[src/rtl/alu_ctrl_issue_if.sv]
// ----------------------------------------------------------------------------
// alu_ctrl_issue_if
// Bundles the decode-side and ALU-side handshakes of the EX-stage ALU issue
// buffer.
//   Decode side : in_valid, in_ready, alu_op[1:0], funct[5:0], in_a, in_b
//   Control     : flush (drop all buffered ops, branch redirect)
//   ALU side    : out_valid, out_ready, out_control[2:0], out_a, out_b,
//                 out_illegal
//   Status      : illegal_cnt[7:0]
// modport master : the producer of ops / consumer of ALU issue (decode + EX)
// modport slave  : the issue buffer itself
// ----------------------------------------------------------------------------
interface alu_ctrl_issue_if #(
    parameter int DATA_W = 32
);
    logic              in_valid;
    logic              in_ready;
    logic [1:0]        alu_op;
    logic [5:0]        funct;
    logic [DATA_W-1:0] in_a;
    logic [DATA_W-1:0] in_b;
    logic              flush;
    logic              out_valid;
    logic              out_ready;
    logic [2:0]        out_control;
    logic [DATA_W-1:0] out_a;
    logic [DATA_W-1:0] out_b;
    logic              out_illegal;
    logic [7:0]        illegal_cnt;

    modport master (
        output in_valid, alu_op, funct, in_a, in_b, flush, out_ready,
        input  in_ready, out_valid, out_control, out_a, out_b, out_illegal,
               illegal_cnt
    );

    modport slave (
        input  in_valid, alu_op, funct, in_a, in_b, flush, out_ready,
        output in_ready, out_valid, out_control, out_a, out_b, out_illegal,
               illegal_cnt
    );
endinterface

[src/rtl/alu_ctrl_issue.sv]
// ----------------------------------------------------------------------------
// alu_ctrl_issue
// Producer end of the EX-stage ALU interface. Decodes ALUOp + funct into the
// 3-bit ALU control code and issues {control, A, B} through a 2-entry skid
// buffer so decode can keep streaming while EX stalls.
// Ports:
//   clk    : rising-edge clock
//   rst_n  : asynchronous active-low reset
//   bus    : alu_ctrl_issue_if.slave (decode handshake, flush, ALU handshake,
//            illegal_cnt)
// Parameters:
//   DATA_W : operand width
//   DEPTH  : skid entries, only 2 is supported
// Build option:
//   ALU_CTRL_ILLEGAL_CNT_EN : when defined, illegal_cnt counts accepted
//   undecodable ops (saturating at 8'hFF); otherwise illegal_cnt is 8'h00.
// ----------------------------------------------------------------------------
module alu_ctrl_issue #(
    parameter int DATA_W = 32,
    parameter int DEPTH  = 2
) (
    input logic             clk,
    input logic             rst_n,
    alu_ctrl_issue_if.slave bus
);
    localparam logic [2:0] CTRL_ADD = 3'b010;

    typedef struct packed {
        logic              ill;
        logic [2:0]        ctrl;
        logic [DATA_W-1:0] a;
        logic [DATA_W-1:0] b;
    } entry_t;

    // Returns {illegal, control}. Undecodable ops fall back to add.
    function automatic logic [3:0] decode(input logic [1:0] op, input logic [5:0] f);
        logic [3:0] r;
        r = {1'b1, CTRL_ADD};
        case (op)
            2'b00: r = {1'b0, 3'b010};
            2'b01: r = {1'b0, 3'b110};
            2'b10: begin
                case (f)
                    6'b100000: r = {1'b0, 3'b010};
                    6'b100010: r = {1'b0, 3'b110};
                    6'b100100: r = {1'b0, 3'b000};
                    6'b100101: r = {1'b0, 3'b001};
                    6'b101010: r = {1'b0, 3'b111};
                    default:   r = {1'b1, CTRL_ADD};
                endcase
            end
            default: r = {1'b1, CTRL_ADD};
        endcase
        return r;
    endfunction

    entry_t     mem_q [DEPTH];
    entry_t     mem_d [DEPTH];
    logic       wr_ptr_q, wr_ptr_d;
    logic       rd_ptr_q, rd_ptr_d;
    logic [1:0] count_q, count_d;
    // Holds in_ready low until the first clock edge after reset release.
    logic       live_q;

    logic       accept;
    logic       pop;
    logic [3:0] dec;
    entry_t     new_entry;

    // ---- decode / handshake (combinational, input side) ----
    always_comb begin
        dec           = decode(bus.alu_op, bus.funct);
        new_entry.ill = dec[3];
        new_entry.ctrl = dec[2:0];
        new_entry.a   = bus.in_a;
        new_entry.b   = bus.in_b;

        bus.in_ready  = live_q && (count_q < 2'(DEPTH));
        bus.out_valid = (count_q != 2'd0);
        accept        = bus.in_valid && bus.in_ready;
        pop           = bus.out_valid && bus.out_ready;

        mem_d    = mem_q;
        wr_ptr_d = wr_ptr_q;
        rd_ptr_d = rd_ptr_q;
        count_d  = count_q;

        if (bus.flush) begin
            // A same-cycle pop has already been taken by the ALU; a
            // same-cycle accept is dropped along with the buffered ops.
            wr_ptr_d = 1'b0;
            rd_ptr_d = 1'b0;
            count_d  = 2'd0;
        end else begin
            if (accept) begin
                mem_d[wr_ptr_q] = new_entry;
                wr_ptr_d        = ~wr_ptr_q;
            end
            if (pop) begin
                rd_ptr_d = ~rd_ptr_q;
            end
            count_d = count_q + {1'b0, accept} - {1'b0, pop};
        end
    end

    // ---- buffer state ----
    always_ff @(posedge clk or negedge rst_n) begin
        if (!rst_n) begin
            for (int i = 0; i < DEPTH; i++) begin
                mem_q[i] <= '{ill: 1'b0, ctrl: CTRL_ADD, a: '0, b: '0};
            end
            wr_ptr_q <= 1'b0;
            rd_ptr_q <= 1'b0;
            count_q  <= 2'd0;
            live_q   <= 1'b0;
        end else begin
            mem_q    <= mem_d;
            wr_ptr_q <= wr_ptr_d;
            rd_ptr_q <= rd_ptr_d;
            count_q  <= count_d;
            live_q   <= 1'b1;
        end
    end

    // ---- output side: oldest entry, straight from registers ----
    always_comb begin
        bus.out_control = mem_q[rd_ptr_q].ctrl;
        bus.out_a       = mem_q[rd_ptr_q].a;
        bus.out_b       = mem_q[rd_ptr_q].b;
        bus.out_illegal = mem_q[rd_ptr_q].ill;
    end

`ifdef ALU_CTRL_ILLEGAL_CNT_EN
    logic [7:0] illegal_cnt_q, illegal_cnt_d;

    always_comb begin
        illegal_cnt_d = illegal_cnt_q;
        if (accept && !bus.flush && new_entry.ill && (illegal_cnt_q != 8'hFF)) begin
            illegal_cnt_d = illegal_cnt_q + 8'd1;
        end
    end

    // Only rst_n clears the counter; flush leaves it alone.
    always_ff @(posedge clk or negedge rst_n) begin
        if (!rst_n) begin
            illegal_cnt_q <= 8'h00;
        end else begin
            illegal_cnt_q <= illegal_cnt_d;
        end
    end

    assign bus.illegal_cnt = illegal_cnt_q;
`else
    assign bus.illegal_cnt = 8'h00;
`endif
endmodule

[src/flat_wrapper.sv]
// flat-port wrapper written by rule: the top's interface ports become plain ports
module alu_ctrl_issue_flat 
#(
    parameter int DATA_W = 32,
    parameter int DEPTH  = 2
)
  (clk, rst_n, bus_in_valid, bus_alu_op, bus_funct, bus_in_a, bus_in_b, bus_flush, bus_out_ready, bus_in_ready, bus_out_valid, bus_out_control, bus_out_a, bus_out_b, bus_out_illegal, bus_illegal_cnt);
  alu_ctrl_issue_if #(.DATA_W(DATA_W)) bus_i ();
  input logic clk;
  input logic rst_n;
  input wire logic [$bits(bus_i.in_valid)-1:0] bus_in_valid;
  input wire logic [$bits(bus_i.alu_op)-1:0] bus_alu_op;
  input wire logic [$bits(bus_i.funct)-1:0] bus_funct;
  input wire logic [$bits(bus_i.in_a)-1:0] bus_in_a;
  input wire logic [$bits(bus_i.in_b)-1:0] bus_in_b;
  input wire logic [$bits(bus_i.flush)-1:0] bus_flush;
  input wire logic [$bits(bus_i.out_ready)-1:0] bus_out_ready;
  output wire logic [$bits(bus_i.in_ready)-1:0] bus_in_ready;
  output wire logic [$bits(bus_i.out_valid)-1:0] bus_out_valid;
  output wire logic [$bits(bus_i.out_control)-1:0] bus_out_control;
  output wire logic [$bits(bus_i.out_a)-1:0] bus_out_a;
  output wire logic [$bits(bus_i.out_b)-1:0] bus_out_b;
  output wire logic [$bits(bus_i.out_illegal)-1:0] bus_out_illegal;
  output wire logic [$bits(bus_i.illegal_cnt)-1:0] bus_illegal_cnt;
  assign bus_i.in_valid = bus_in_valid;
  assign bus_i.alu_op = bus_alu_op;
  assign bus_i.funct = bus_funct;
  assign bus_i.in_a = bus_in_a;
  assign bus_i.in_b = bus_in_b;
  assign bus_i.flush = bus_flush;
  assign bus_i.out_ready = bus_out_ready;
  assign bus_in_ready = bus_i.in_ready;
  assign bus_out_valid = bus_i.out_valid;
  assign bus_out_control = bus_i.out_control;
  assign bus_out_a = bus_i.out_a;
  assign bus_out_b = bus_i.out_b;
  assign bus_out_illegal = bus_i.out_illegal;
  assign bus_illegal_cnt = bus_i.illegal_cnt;
  alu_ctrl_issue #(.DATA_W(DATA_W), .DEPTH(DEPTH)) u_core (.clk(clk), .rst_n(rst_n), .bus(bus_i));
endmodule
[config.mk]
export PLATFORM = sky130hd
export DESIGN_NAME = alu_ctrl_issue_flat
export DESIGN_NICKNAME = d
export VERILOG_FILES = /design/src/rtl/alu_ctrl_issue_if.sv /design/src/rtl/alu_ctrl_issue.sv /design/src/flat_wrapper.sv
export SDC_FILE = /design/constraint.sdc
export NUM_CORES = 1
export LEC_CHECK = 0
export ABC_AREA = 1
export CAP_MARGIN = 20
export CORE_MARGIN = 2
export CORE_UTILIZATION = 50
export CTS_CLUSTER_DIAMETER = 80
export CTS_CLUSTER_SIZE = 12
export DETAILED_ROUTE_END_ITERATION = 8
export PLACE_DENSITY = 0.81
export SYNTH_ARGS = -nofsm -noshare
export SYNTH_HDL_FRONTEND = slang
export SYNTH_SLANG_ARGS = --single-unit
[constraint.sdc]
create_clock -name clk -period 2.7 [get_ports clk]
set_input_delay 0.675 -clock clk [delete_from_list [all_inputs] [get_ports clk]]
set_output_delay 0.675 -clock clk [all_outputs]
set_load 0.01 [all_outputs]
==> out/metrics.yaml, run 1 <==
yosys:
  synthArstFlopShare_pct: 100
  ys.warnings.count: 0
  syn-instance-count: 791
  synth_cell_types: 23
  post_synth.cell_area_avg_sq_um: 7.99
  synth_area_sq_um: 6320
  synth_flop_cell: "dfrtp_1"
  ys_seq_elements: 141
  synth-edff-count: 0
  yosysSeqAreaShare_pct: 55.9
route:
  drt-total-wl_mm: 15.2
  ant_nets: 0
  drtIter0Drc: 510
  wl_per_cell_um: 13.7
  vias_per_cell: 4.91
  drc: 0
  vias: 5474
  dr.pass1.iters: 5
worst_setup_path:
  reg2regPathDepth: 7
  cp_max_fo: 38
  slowest_delay_ps: 570
  critPathLaunchType: "register"
  worstSetupPathType: "register to output port"
  cp.required_ps: 2030
  worstPathArrival_ps: 1920
  r2r-end: "u_core.mem_q[132]"
  crit_chain: "inv_4 -> buf_16 -> nand2_1 -> o21ai_0 -> clkdlybuf4s50_1"
  r2r-start: "u_core.count_q[1]"
  r2r_setup_slack_ps: 1150
  cp-end-kind: "output port"
  crit_path_top_delay_cell: "clkdlybuf4s50_1"
cts:
  cts_made_buffers: 17
  htree_levels: 4
  clk_pin_slew_ps: 50
  cts_sinks: 141
  cts-root-buf: "clkbuf_16"
  ctsLongestPathBuffers: 2
  postCtsHoldBufs: 0
  clock_latency_ps: 410
  cts_tree: "built"
sta:
  setup_viol: 0
  maxSlewViolCount: 0
  timing.fmax_mhz: 385
  finalHoldViolations: 0
  tns_ps: 0
  period_needed_ps: 2590
  final.setup_skew_ps: 5.20
  rsz0062_at_grt: "no"
  finalCritPeriodShare_pct: 96.1
place:
  place_area_sq_um: 7880
  io_buffer_count: 146
  hpwl_mm: 9.65
  gp_congestion: 0.744
  placed_cells: 1081
floorplanning:
  pin_count: 155
  rows: 41
  coreArea_sq_um: 12500
  die_area_sq_um: 13600
  die_x_um: 116
  dieHeight_um: 116
  start_util_pct: 50.7
layout:
  fin_util_pct: 68.5
  fin_nets: 1009
  final_layout_size_suffix_gt1_share_pct: 5.84
  fin_cells: 1114
  diodes: 0
  design_area_sq_um: 8540
  area_delta_synth_final_pct: 35.2
global_route:
  grt.overflow.total: 0
  grt_usage_pct: 22.8
  grt_pass1_vias: 5200
  antenna_found_initial: 0
  grt_max_degree: 76
  grt_pass1_wl_mm: 24.0
flow_run:
  maxCapViolations: 0
outcome:
  status: "completed"
power:
  p_per_area_nw_per_um2: 1060
  p_leak_nw: 4.40
  ir_drop_v: 0.000602
min_path:
  hp-class: "input pin to asynchronous set/reset pin"
-- timing repair --
item | 4_1_cts | 5_1_grt
setup buffers | 0 | 0
setup endpoints to repair | 0 | 24
resized for setup | 0 | 21
-- flip-flops by register name, summed over array words and instances, names as in the netlist --
register,count
u_core.live_q,1
u_core.mem_q,136
u_core.wr_ptr_q,1
u_core.rd_ptr_q,1
u_core.count_q,2
-- layer usage --
metal / wire (um) / track usage (%)
met1: 6750 / 29.8
met2: 7280 / 36.4
met3: 940 / 6.18
met4: 257 / 8.97
met5: 0 / 0
-- how the worst max path moves through the flow --
| stage | from | end | depth (start not counted) |
|---|---|---|---|
| 2_1_floorplan | u_core.rd_ptr_q | bus_out_a[0] | 5 |
| 4_1_cts | u_core.rd_ptr_q | bus_out_b[1] | 4 |
| 5_1_grt | u_core.rd_ptr_q | bus_out_b[22] | 5 |
| 3_3_place_gp | u_core.rd_ptr_q | bus_out_b[1] | 4 |
| 3_5_place_dp | bus_flush | u_core.mem_q[0] | 6 |
| 6_report | u_core.rd_ptr_q | bus_out_b[15] | 5 |
-- stage by stage --
| stage | hold WS, ps | total power, W | worst slack (ps) |
|---|---|---|---|
| 2_1_floorplan | 379 | 0.00506 | 860 |
| 3_3_place_gp | 454 | 0.00670 | 510 |
| 3_5_place_dp | 458 | 0.00679 | 447 |
| 4_1_cts | 206 | 0.00906 | 54.5 |
| 5_1_grt | 225 | 0.00970 | 4.94 |
| 6_report | 198 | 0.00906 | 105 |
-- critical path: cells and delay by family, from the launching register on --
kind,cells,cell delay [ps]
AOI/OAI and AO/OA,1,90
buffers and inverters,3,930
DFF,1,400
and+or+nand+nor,1,70
-- cell usage after synthesis, types with 2 or more instances --
cell      instances  area [sq um]
nand2_1         354          1330
dfrtp_1         139          3480
o21ai_0         132           661
inv_1            82           308
buf_2            17          85.1
buf_4            15           113
clkbuf_1         13          48.8
nor2_1            8          30.0
nand3_1           6          30.0
buf_6             5          56.3
nand4_1           3          18.8
conb_1            2          7.51
dfstp_2           2          52.6
ha_1              2          25.0
nor2_2            2          12.5
o21ai_1           2          10.0
-- kinds of logic after synthesis --
group           count (synthesis)  synth area share, %
compound gates                136                 10.8
buf+inv                       133                 9.72
other cells                     2                0.119
simple gates                  375                 22.8
fa+ha+maj                       2                0.396
flops                         141                 55.9
xor+xnor                        2                0.277
-- power breakdown --
part	internal [W]	switching, W	total [W]
logic	0.00170	0.00174	0.00344
registers	0.00302	0.000368	0.00339
clock network	0.00140	0.000825	0.00223
total	0.00612	0.00293	0.00906
-- layout make-up --
cell class	instances	area, sq um
clock buffers	25	515
clock inverters	6	57.6
fillers	1020	3920
inverters	83	314
multi-input cells	524	2210
flip-flops and latches	141	3530
well taps	172	215
repair buffers	163	1700
-- cell usage in the layout (no fill, tap or decap), types with 8 or more instances in the layout --
cell / synthesis / final
buf_4: 15 / 12
clkbuf_16: 0 / 19
clkdlybuf4s50_1: 0 / 132
conb_1: 2 / 9
dfrtp_1: 139 / 139
dlymetal6s2s_1: 0 / 13
inv_1: 82 / 81
nand2_1: 354 / 354
nor2_1: 8 / 8
o21ai_0: 132 / 126
o21ai_1: 2 / 8
Power figures use the tool's default switching activity.
==> inputs of run 2 (changes only) <==
- REMOVE_ABC_BUFFERS: default -> 1
==> out/metrics.yaml, run 2 (synthesized netlist as in run 1, its figures left out) <==
worst_setup_path:
  critPathLaunchType: "register"
  crit_path_top_delay_cell: "clkdlybuf4s50_1"
  r2r_setup_slack_ps: 960
  worstSetupPathType: "register to output port"
  crit_cells: 5
  worstPathArrival_ps: 1970
  cp-end-kind: "output port"
  cp_num_buf_inv: 3
  cp_max_fo: 25
  crit_chain: "inv_6 -> buf_12 -> nand2_1 -> o21ai_0 -> clkdlybuf4s50_1"
  cp.required_ps: 2030
  slowest_delay_ps: 570
  critPathTopFamily: "buffers and inverters"
  reg2regPathDepth: 7
layout:
  fillCellCount: 950
  largest_register: "u_core.mem_q"
  design_area_sq_um: 8680
  final_layout_size_suffix_gt1_share_pct: 5.86
  layout.area.seq_sq_um: 3530
  reg_top3: "u_core.mem_q (136), u_core.count_q (2)"
  largest_register_ffs: 136
  multi_input_area_sq_um: 2210
  final_common_cell: "nand2_1"
  fin_nets: 1005
  final_cell_mix: "nand2_1, dfrtp_1, o21ai_0"
  area_delta_synth_final_pct: 37.3
route:
  wl_per_cell_um: 13.6
  drc: 0
  dr.pass1.iters: 5
  vias: 5484
  vias_per_cell: 4.93
  ant_nets: 0
  drtIter0Drc: 426
  drt-total-wl_mm: 15.1
cts:
  cts_made_buffers: 17
  post-cts-setup-buffers: 0
  clk_pin_slew_ps: 60
  htree_levels: 4
  ctsLongestPathBuffers: 2
  clock_latency_ps: 420
  cts_tree: "built"
  cts_sinks: 141
  cts-root-buf: "clkbuf_16"
sta:
  period_needed_ps: 2640
  maxSlewViolCount: 0
  worst_slew_pin_slew_ps: 518
  whs_ps: 205
  final.setup_skew_ps: 9.24
  timing.fmax_mhz: 379
  rsz0062_at_grt: "yes"
  max-slew-margin-rel_pct: 65.5
  setup_viol: 0
  finalHoldViolations: 0
  finalCritPeriodShare_pct: 97.8
outcome:
  status: "completed"
power:
  p_leak_nw: 4.56
  ir_drop_v: 0.000550
  power_w: 0.00939
  p_per_area_nw_per_um2: 1080
global_route:
  antenna_found_initial: 1
  grt_usage_pct: 22.4
  grt.overflow.total: 0
  grt_pass1_wl_mm: 23.8
  grt_pass1_vias: 5035
  grt_max_degree: 69
floorplanning:
  pin_count: 155
  die_area_sq_um: 13600
  rows: 41
  coreArea_sq_um: 12500
  start_util_pct: 50.7
  dieHeight_um: 116
  die_x_um: 116
min_path:
  hp-class: "input pin to asynchronous set/reset pin"
place:
  place_area_sq_um: 7900
  io_buffer_count: 146
  gp_congestion: 0.770
  hpwl_mm: 9.21
flow_run:
  maxCapViolations: 0
==> run 2: power breakdown <==
part           leakage, nW  switching (W)  internal (W)  total (W)
combinational         2.55        0.00176       0.00168    0.00344
clock                0.322       0.000862       0.00170    0.00257
sequential            1.69       0.000372       0.00302    0.00339
total                 4.56        0.00299       0.00640    0.00939
==> run 2: worst reg2reg max path: stages, from the launching register on <==
cell	delay, ps
dfrtp_1	420
nor2_2	150
nand2_2	110
nor3_4	210
inv_2	190
buf_4	290
nand2_1	120
o21ai_0	110
==> run 2: path summary, 6_finish.rpt <==
path | start | to
setup / recovery | u_core.rd_ptr_q | bus_out_a[0]
hold / removal | rst_n | u_core.mem_q[41]
setup reg to reg | u_core.count_q[1] | u_core.mem_q[132]
hold reg to reg | u_core.mem_q[113] | u_core.mem_q[113]
max in group asynchronous | rst_n | u_core.mem_q[40]
min in group clk | u_core.mem_q[113] | u_core.mem_q[113]
==> run 2: layout make-up <==
class,count,area share [%]
clock buffer,20,5.38
multi-input combinational,524,25.4
tap,172,2.48
timing repair buffer,159,20.2
antenna,1,0.0288
clock inverter,12,2.19
inverter,83,3.65
sequential,141,40.7
==> run 2: metrics by stage <==
step | setup TNS [ps] | cells | worst slack [ps] | utilization, %
2_1_floorplan | -93180 | 748 | -961 | -
6_report | 0 | 1112 | 58.7 | 69.6
3_3_place_gp | 0 | 1077 | 352 | 63.4
5_1_grt | -1.86 | 1111 | -1.86 | 69.6
4_1_cts | 0 | 1109 | 2.65 | 68.6
3_5_place_dp | 0 | 1077 | 309 | 63.4
==> run 2: layer usage <==
layer / track usage [%] / share of wire, % / vias to the layer above
li1: - / - / 2681
met1: 29.8 / 43 / 2593
met2: 35.4 / 48 / 183
met3: 5.92 / 6.5 / 27
met4: 8.57 / 2.0 / 0
met5: 0 / 0 / -
==> run 2: what timing repair did <==
item,CTS,global route
hold buffers,0,0
endpoints found under the setup margin,46,56
gates resized for setup,13,31
cloned,0,2
==> inputs of run 3 (changes only) <==
- ABC_AREA: 1 -> default
- GPL_TIMING_DRIVEN: default -> 0
==> out/metrics.yaml, run 3 <==
layout:
  largest_register: "u_core.mem_q"
  final_layout_size_suffix_gt1_share_pct: 41.4
  area_delta_synth_final_pct: 36.7
  largest_register_ffs: 136
  reg_top3: "u_core.mem_q (136), u_core.count_q (2)"
  fin_util_pct: 69.3
  diodes: 0
  fin_nets: 644
  final_common_cell: "mux2_2"
  final_cell_mix: "mux2_2, dfrtp_1, clkdlybuf4s50_1"
sta:
  final.setup_skew_ps: 9.63
  maxSlewViolCount: 0
  tns_ps: 0
  timing.final.ws_setup_ps: 50.9
  worst_slew_pin_slew_ps: 758
  max-slew-margin-rel_pct: 49.3
  finalCritPeriodShare_pct: 98.1
  period_needed_ps: 2650
  timing.fmax_mhz: 377
  setup_viol: 0
  finalHoldViolations: 0
  rsz0062_at_grt: "yes"
floorplanning:
  dieHeight_um: 117
  die_area_sq_um: 13600
  die_x_um: 117
  rows: 41
  start_util_pct: 50.7
  pin_count: 155
  coreArea_sq_um: 12500
yosys:
  synth_flop_cell: "dfrtp_1"
  synth_top_area_cell: "dfrtp_1"
  synth_cell_types: 31
  synth.area.top_cells: "dfrtp_1, mux2_2, mux2_4"
  yosys.area.top_type_share_pct: 54.8
  post_synth.cell_area_avg_sq_um: 15.3
  synth_area_sq_um: 6340
  yosysSeqAreaShare_pct: 55.7
  ys_seq_elements: 141
  synth-edff-count: 0
  synth_common_cells: "mux2_2, dfrtp_1, mux2_4"
  syn-instance-count: 415
  ys.warnings.count: 0
  synthArstFlopShare_pct: 100
  post-synth-top-count-cell: "mux2_2"
min_path:
  hp-class: "input pin to asynchronous set/reset pin"
place:
  place_ws_ps: -133
  io_buffer_count: 146
  hpwl_mm: 8.80
  gp_congestion: 0.711
worst_setup_path:
  slowest_delay_ps: 510
  crit_chain: "buf_6 -> mux2_2 -> clkdlybuf4s50_1"
  critPathLaunchType: "register"
  critPathTopFamily: "buffers and inverters"
  cp_num_buf_inv: 2
  worstSetupPathType: "register to output port"
  cp_max_fo: 16
  cp-end-kind: "output port"
  cp.required_ps: 2030
  crit_path_top_delay_cell: "clkdlybuf4s50_1"
  worstPathArrival_ps: 1970
global_route:
  grt_pass1_wl_mm: 20.6
  grt_usage_pct: 20.0
  antenna_found_initial: 0
  grt_max_degree: 76
  grt_pass1_vias: 4302
  grt.overflow.total: 0
route:
  vias: 3859
  dr.pass1.iters: 4
  drtIter0Drc: 113
  ant_nets: 0
  wl_per_cell_um: 17.2
  vias_per_cell: 5.17
  drt-total-wl_mm: 12.9
  drc: 0
cts:
  postCtsHoldBufs: 0
  clock_latency_ps: 420
  htree_levels: 4
  cts_made_buffers: 17
  cts_tree: "built"
  clk_pin_slew_ps: 60
  cts-root-buf: "clkbuf_16"
  ctsLongestPathBuffers: 2
  cts_sinks: 141
power:
  ir_drop_v: 0.000601
  p_per_area_nw_per_um2: 1140
  p_leak_nw: 4.06
outcome:
  status: "completed"
flow_run:
  maxCapViolations: 0
-- run 3: cell types whose count changed in the layout (fill, tap and decap cells not counted), moves of 7 or more --
cell,previous run,this run
buf_12,8,1
clkbuf_1,0,7
clkdlybuf4s50_1,119,110
inv_1,81,8
mux2_2,0,180
mux2_4,0,18
nand2_1,354,2
o21ai_0,120,2
o21ai_1,14,0
-- run 3: power breakdown --
part | internal [W] | total [W] | switching (W)
logic | 0.00265 | 0.00410 | 0.00145
registers | 0.00315 | 0.00366 | 0.000512
clock network | 0.00132 | 0.00211 | 0.000790
-- run 3: worst paths after layout --
kind / from / endpoint / slack [ps] / cells after the start
max: u_core.rd_ptr_q / bus_out_control[1] / 50 / 3
max in group asynchronous: rst_n / u_core.rd_ptr_q / 1660 / 2
min: rst_n / u_core.mem_q[73] / 260 / 1
max reg2reg: u_core.count_q[1] / u_core.mem_q[83] / 580 / 5
min in group clk: u_core.mem_q[107] / u_core.mem_q[107] / 500 / 1
min reg2reg: u_core.mem_q[107] / u_core.mem_q[107] / 500 / 1
-- run 3: logic make-up after synthesis --
group	share of synthesized area, %
adder cells (fa/ha/maj)	0.394
buffers and inverters	3.49
AND/OR/NAND/NOR	2.09
XOR/XNOR	0.552
other	0.118
multiplexers	37.0
AO/OA/AOI/OAI	0.690
flip-flops	55.7
-- run 3: worst reg2reg max path: stages, from the launching register on --
cell      delay [ps]
dfrtp_1          420
nand3b_4         210
nor3_4           600
buf_16           230
buf_16           180
mux2_2           350
-- run 3: area by class of cell --
cell class	instances	area (sq um)
Clock buffer	27	493
Inverter	8	30.0
Timing Repair Buffer	155	1740
Fill cell	930	3850
Tap cell	172	215
Clock inverter	2	35.0
Sequential cell	141	3530
Multi-Input combinational cell	242	2630
-- run 3: metrics by stage --
step / hold WS, ps / instance area, sq um / instances / power, W
CTS: 267 / 8600 / 747 / 0.0101
global route: 289 / 8670 / 747 / 0.0105
detailed placement: 488 / 8050 / 716 / 0.00793
finish: 257 / 8670 / 747 / 0.00988
global placement: 481 / 7860 / 709 / 0.00771
floorplan: 379 / 6180 / 391 / 0.00589
-- run 3: repair_timing --
item / 4_1_cts / 5_1_grt
cloned: 0 / 0
gates resized for setup: 9 / 28
buffers inserted: 2 / 0
endpoints found under the setup margin: 66 / 29
-- run 3: routing by layer --
metal / vias to the layer above / track usage (%) / share of wire [%]
met5: - / 0 / 0
met4: 0 / 8.71 / 1.5
met3: 18 / 6.75 / 6.9
met2: 96 / 35.6 / 53
met1: 1983 / 21.8 / 39
li1: 1762 / - / -
